**config.mk**
```make
export PLATFORM = sky130hd
export DESIGN_NAME = alu_share_arb
export DESIGN_NICKNAME = d
export VERILOG_FILES = /design/src/rtl/alu_share_arb.sv
export SDC_FILE = /design/constraint.sdc
export NUM_CORES = 1
export LEC_CHECK = 0
export ABC_AREA = 1
export CORE_MARGIN = 2
export CORE_UTILIZATION = 35
export CTS_BUF_LIST = sky130_fd_sc_hd__clkbuf_16
export CTS_CLUSTER_DIAMETER = 40
export CTS_CLUSTER_SIZE = 25
export DETAILED_ROUTE_END_ITERATION = 7
export PLACE_DENSITY_LB_ADDON = 0.1
export RECOVER_POWER = 50
export SYNTH_ARGS = -nofsm -noshare
export SYNTH_HDL_FRONTEND = slang
export SYNTH_SLANG_ARGS = --single-unit
```
**constraint.sdc**
```tcl
create_clock -name clk -period 1.44 [get_ports clk]
set_clock_uncertainty 0.05 [all_clocks]
set_input_delay 0.216 -clock clk [delete_from_list [all_inputs] [get_ports clk]]
set_output_delay 0.216 -clock clk [all_outputs]
set_load 0.03 [all_outputs]
```
**src/rtl/alu_share_arb.sv**
```systemverilog
// Two-requester arbiter in front of one shared ALU result mux.
// One operation is in flight at a time; round-robin fairness is applied on response completion.
module alu_share_arb #(
    parameter logic [2:0]  MC_OPCODE = 3'b111,
    parameter int unsigned MC_CYCLES = 4
) (
    input  logic        clk,
    input  logic        rst_n,
    input  logic        req0_valid,
    input  logic        req1_valid,
    output logic        req0_ready,
    output logic        req1_ready,
    input  logic [2:0]  req0_op,
    input  logic [2:0]  req1_op,
    input  logic [11:0] req0_a,
    input  logic [11:0] req0_b,
    input  logic [11:0] req1_a,
    input  logic [11:0] req1_b,
    output logic [2:0]  alu_sel,
    output logic [11:0] alu_op1,
    output logic [11:0] alu_op2,
    input  logic [11:0] alu_result,
    output logic        rsp_valid,
    output logic        rsp_id,
    output logic [11:0] rsp_data,
    input  logic        rsp_ready
);

    typedef enum logic [1:0] {IDLE, EXEC, RESP} state_t;

    localparam logic [3:0] MC_LOAD = 4'(MC_CYCLES - 1);

    state_t      state_q, state_d;
    logic        rr_q, rr_d;
    logic [3:0]  cnt_q, cnt_d;
    logic [2:0]  sel_q, sel_d;
    logic [11:0] op1_q, op1_d;
    logic [11:0] op2_q, op2_d;
    logic        rsp_valid_q, rsp_valid_d;
    logic        rsp_id_q, rsp_id_d;
    logic [11:0] rsp_data_q, rsp_data_d;

    logic        gnt_any;
    logic        gnt1;
    logic [2:0]  gnt_op;

    // Requester 1 wins when it is alone or when the pointer favours it.
    assign gnt_any = req0_valid | req1_valid;
    assign gnt1    = req1_valid & (~req0_valid | rr_q);
    assign gnt_op  = gnt1 ? req1_op : req0_op;

    assign req0_ready = rst_n & (state_q == IDLE) & gnt_any & ~gnt1;
    assign req1_ready = rst_n & (state_q == IDLE) & gnt1;

    always_ff @(posedge clk or negedge rst_n) begin
        if (!rst_n) begin
            state_q     <= IDLE;
            rr_q        <= 1'b0;
            cnt_q       <= 4'd0;
            sel_q       <= 3'b000;
            op1_q       <= 12'd0;
            op2_q       <= 12'd0;
            rsp_valid_q <= 1'b0;
            rsp_id_q    <= 1'b0;
            rsp_data_q  <= 12'd0;
        end else begin
            state_q     <= state_d;
            rr_q        <= rr_d;
            cnt_q       <= cnt_d;
            sel_q       <= sel_d;
            op1_q       <= op1_d;
            op2_q       <= op2_d;
            rsp_valid_q <= rsp_valid_d;
            rsp_id_q    <= rsp_id_d;
            rsp_data_q  <= rsp_data_d;
        end
    end

    always_comb begin
        state_d     = state_q;
        rr_d        = rr_q;
        cnt_d       = cnt_q;
        sel_d       = sel_q;
        op1_d       = op1_q;
        op2_d       = op2_q;
        rsp_valid_d = rsp_valid_q;
        rsp_id_d    = rsp_id_q;
        rsp_data_d  = rsp_data_q;
        case (state_q)
            IDLE: begin
                if (gnt_any) begin
                    sel_d    = gnt_op;
                    op1_d    = gnt1 ? req1_a : req0_a;
                    op2_d    = gnt1 ? req1_b : req0_b;
                    rsp_id_d = gnt1;
                    cnt_d    = (gnt_op == MC_OPCODE) ? MC_LOAD : 4'd0;
                    state_d  = EXEC;
                end
            end
            EXEC: begin
                if (cnt_q != 4'd0) begin
                    cnt_d = cnt_q - 4'd1;
                end else begin
                    rsp_data_d  = alu_result;
                    rsp_valid_d = 1'b1;
                    state_d     = RESP;
                end
            end
            RESP: begin
                if (rsp_ready) begin
                    rsp_valid_d = 1'b0;
                    rr_d        = ~rsp_id_q;
                    state_d     = IDLE;
                end
            end
            default: state_d = IDLE;
        endcase
    end

    assign alu_sel   = sel_q;
    assign alu_op1   = op1_q;
    assign alu_op2   = op2_q;
    assign rsp_valid = rsp_valid_q;
    assign rsp_id    = rsp_id_q;
    assign rsp_data  = rsp_data_q;

endmodule

```
# == After elaboration in Yosys (flattened, before gate mapping) ==
# Cells that the tools add are included.
# W data, S select, Z words.
# totals
register_bits,48
inputBits,71
out_inout_bits,43
elab_cells,52
# classes
reduce_logical,10
n_mux,14
bitwise,11
eq_ne,7
n_addsub,1
# op_table
op,n
$mux W12,2
$reduce_and A3 Y1,3
$mux W2,4
$mux W4,2
$ne A2 B2 Y1 const B,4
$pmux W4 S2,1
$pmux W2 S3,1
$reduce_and A2 Y1,3
$and A1 B1 Y1,5
$not A1 Y1,4
$reduce_bool A2 Y1,2
$reduce_bool A4 Y1,1
$sub A4 B1 Y4 const B,1
$eq A3 B3 Y1 const B,1
$mux W3,1
$eq A2 B1 Y1 const B,1
$eq A2 B2 Y1 const B,1
$logic_not A2 Y1,1
$mux W1,2
$or A1 B1 Y1,2
$pmux W1 S2,1

# == Longest topological paths before layout ==
# Gate-level depths: netlist (run 1).
# depth
ltp_word,8
ltp_mapped,9
mapped_depth_nobuf,9

# == Worst setup path before layout (run 1) ==
# OpenSTA, ideal clock, no wires.
# synth_timing
path_kind,reg-to-output
from,reg rr_q
to,out req0_ready
path_slack_ns,-0.360
stages_incl_launch_ff,7
path_buffers,1
arrival_time_ns,1.534
t_required_ns,1.174
cell_sequence,dfrtp_1 inv_1 nand2_1 nand2_2 inv_2 buf_2 nor3_1
# synth_via
elab_chain_cells,4
# synth_rtl
item,line_no,source
from (decl),34,"logic rr_q, rr_d;"
from (signal assigned),68,rr_q <= rr_d;
$or A1 B1 Y1,49,assign gnt1 = req1_valid & (~req0_valid | rr_q);
$and A1 B1 Y1,49,
$not A1 Y1,52,assign req0_ready = rst_n & (state_q == IDLE) & gnt_any & ~gnt1;
$and A1 B1 Y1,52,
to (decl),11,"output logic req0_ready,"
# No other way between the ends.

# == Final worst setup path (run 1) ==
# layout_timing
from,reg state_q[0]
to,out req0_ready
# layout_via
elab_chain_cells,4
# layout_rtl
item,line_no,source
from (decl),33,"state_t state_q, state_d;"
from (signal assigned),67,state_q <= state_d;
$logic_not A2 Y1,52,
$and A1 B1 Y1 (3 in series),52,
# No other way between the ends.

==> run summary, run 1 <==
WL final: 6020 um
sequential share of the synthesized area: 0.557
most common cell after layout, fill and taps aside: clkdlybuf4s50_1
placed cells: 431
synthesized flop and latch total: 48
Core Area: 5960 um2
Placer Congestion: 0.751
Fmax achieved: 618 MHz
root buf cell: clkbuf_16
first-pass GRT wire length: 8910 um
Synth Area in XOR/XNOR: 0
hpwl dp: 4260 um
Reg area: 1200 um2
Hold Slack: 240 ps
row count: 28
initial antenna violation count: 0
Hold-fix buffers, CTS: 0
Residual DRC: 0
Power Density: 2210 nW/um2
area of the multi-input gates: 933 um2
drt pass-1 iters: 4
Synth Area in Simple Gates: 0.172
FF-to-FF path depth: 4
pre-CTS setup slack: -291 ps
clock latency on the worst-skew pair: 280 ps
overall power: 8.22 mW
fin crit period: 1620 ps
detailed router's first-iteration violation count: 88
full die area: 6810 um2
Mapped Area: 2160 um2
area grow syn2layout: 72.2%
Ys Warns: 0
Crit Path Max Fanout: 2
die extent in x: 82.5 um
initial core utilization: 0.362
Max Cap Violations: 0
critical path startpoint category: register
vias per inst: 4.67
failing checks: setup timing
total track usage: 0.173
vias in the first global route: 1957
share of layout cells above drive strength 1: 0.177
Longest Clk Path Bufs: 2
CP Data Arrival Time: 1350 ps
RSZ-0062 raised after global routing: true
Port Buffers: 113
Final Slew Violations: 0
clk sinks: 48
mux contribution to synthesized area: 0.0626
TritonCTS clock tree: done
commonest cells after routing, fill and taps aside: clkdlybuf4s50_1 (67), a21oi_1 (51), dfrtp_1 (48)
Post-layout nets: 445
P_leak: 1.70 nW
CTS Buf Count: 5
Final ANT Viol Nets: 0
die height: 82.5 um
final instance area: 3720 um2
routed length per instance: 13.4 um
worst setup path category: register to output pin
n_diodes: 0
mean post-synth cell area: 9.03 um2
largest net degree at the start of global routing: 49
setup ws final: -177 ps
Relative slew margins: 0.212
# setup viols final: 14
H-Tree Depth: 2
Worst-path clk slew: 60 ps
Synth Area in Adders: 0.0116
Least-Margin Pin Slew: 1180 ps
Required @ worst endpoint: 1170 ps
Crit. End Element: output pin
worst vdd ir: 1.03 mV
non-filler instance count after layout: 448
io pins: 114
Synth Area in Compound Gates: 0.142
fill count: 573
fin crit share: 1.12
outcome: finished, violations left
largest family of logic cells by synthesized area: simple AND/OR/NAND/NOR gates
Mapped Nets: 312
final hold viol count: 0
Hold Crit Class: input port to asynchronous set/reset pin
Via Count: 2090
post-place instance area: 3470 um2
Congestion Overflow GR: 0
synth unique cells: 20
Post-Synthesis Cells: 239
-- cell usage after synthesis, drive strengths merged --
| cell | number | area (um2) |
|---|---|---|
| nand3b | 2 | 15.0 |
| nor2 | 37 | 139 |
| nand2 | 45 | 171 |
| buf | 10 | 56.3 |
| a21oi | 52 | 260 |
| nand3 | 3 | 27.5 |
| nor3 | 2 | 10.0 |
| o31ai | 1 | 7.51 |
| ha | 2 | 25.0 |
| o21ai | 7 | 38.8 |
| nor3b | 1 | 7.51 |
| mux2 | 12 | 135 |
| inv | 17 | 63.8 |
| dfrtp | 48 | 1200 |
-- cells by family after synthesis --
family,after synthesis
mux,12
fa+ha+maj,2
compound gates,60
flops,48
buf+inv,27
simple gates,90
-- layer usage --
metal | up-vias | track usage | wire length, um
li1 | 1052 | - | -
met1 | 963 | 0.214 | 2650
met2 | 69 | 0.299 | 2880
met3 | 6 | 0.0478 | 440
met4 | 0 | 0.0410 | 55
met5 | - | 0 | 0
-- final cells by class --
cell class                      count  share of cell area
Sequential cell                    48               0.323
Multi-Input combinational cell    165               0.251
Tap cell                           75              0.0253
Timing Repair Buffer              135               0.344
Clock buffer                        5              0.0337
Clock inverter                      3             0.00370
Inverter                           17              0.0185
-- flip-flops by register name, summed over array words and instances (netlist names) --
signal	flops
rr_q	1
alu_sel	3
rsp_valid	1
state_q	2
alu_op1	12
alu_op2	12
rsp_id	1
cnt_q	4
rsp_data	12
-- critical path, cell delays in order, from the launching register on --
cell     delay (ps)
dfrtp_1         390
nor2_2          150
o21ai_2          90
buf_6           130
nor3_4          160
buf_6           150
-- final timing paths --
| kind | slack [ps] | end | from |
|---|---|---|---|
| worst max-delay path | -180 | req0_ready | state_q[0]$_DFFE_PN0P_ |
| worst min-delay path | 240 | rsp_data[6]$_DFFE_PN0P_ | rst_n |
| worst max register to register | -160 | rsp_data[1]$_DFFE_PN0P_ | cnt_q[1]$_DFFE_PN0P_ |
| worst min register to register | 430 | alu_sel[0]$_DFFE_PN0P_ | alu_sel[0]$_DFFE_PN0P_ |
| max in group asynchronous | 380 | alu_op1[1]$_DFFE_PN0P_ | rst_n |
| min in group clk | 430 | alu_sel[0]$_DFFE_PN0P_ | alu_sel[0]$_DFFE_PN0P_ |
-- repair_timing --
| item | CTS | global route |
|---|---|---|
| setup endpoints to repair | 43 | 30 |
| buffers inserted | 4 | 6 |
| resized for setup | 47 | 32 |
| pin swaps | 2 | 7 |
| gates cloned | 0 | 1 |
-- report_power, final --
part / leakage (nW) / switching [mW] / internal, mW / total, mW
Clock: 0.0710 / 0.465 / 0.631 / 1.10
Sequential: 0.553 / 0.332 / 2.04 / 2.38
Combinational: 1.07 / 2.83 / 1.91 / 4.75
-- through the flow --
step / utilization / TNS, ps
floorplan: - / 0
global placement: 0.582 / -5590
detailed placement: 0.582 / -7340
CTS: 0.603 / -279
global route: 0.624 / -2350
finish: 0.624 / -1200
No activity file was read; power rests on OpenSTA's default activity.
==> run 2, diff against run 1 <==
Settings changed: ABC_CLOCK_PERIOD_IN_PS set to 1440.
==> results of run 2 <==
Final layout, timing and power as in run 1 (identical DEF).
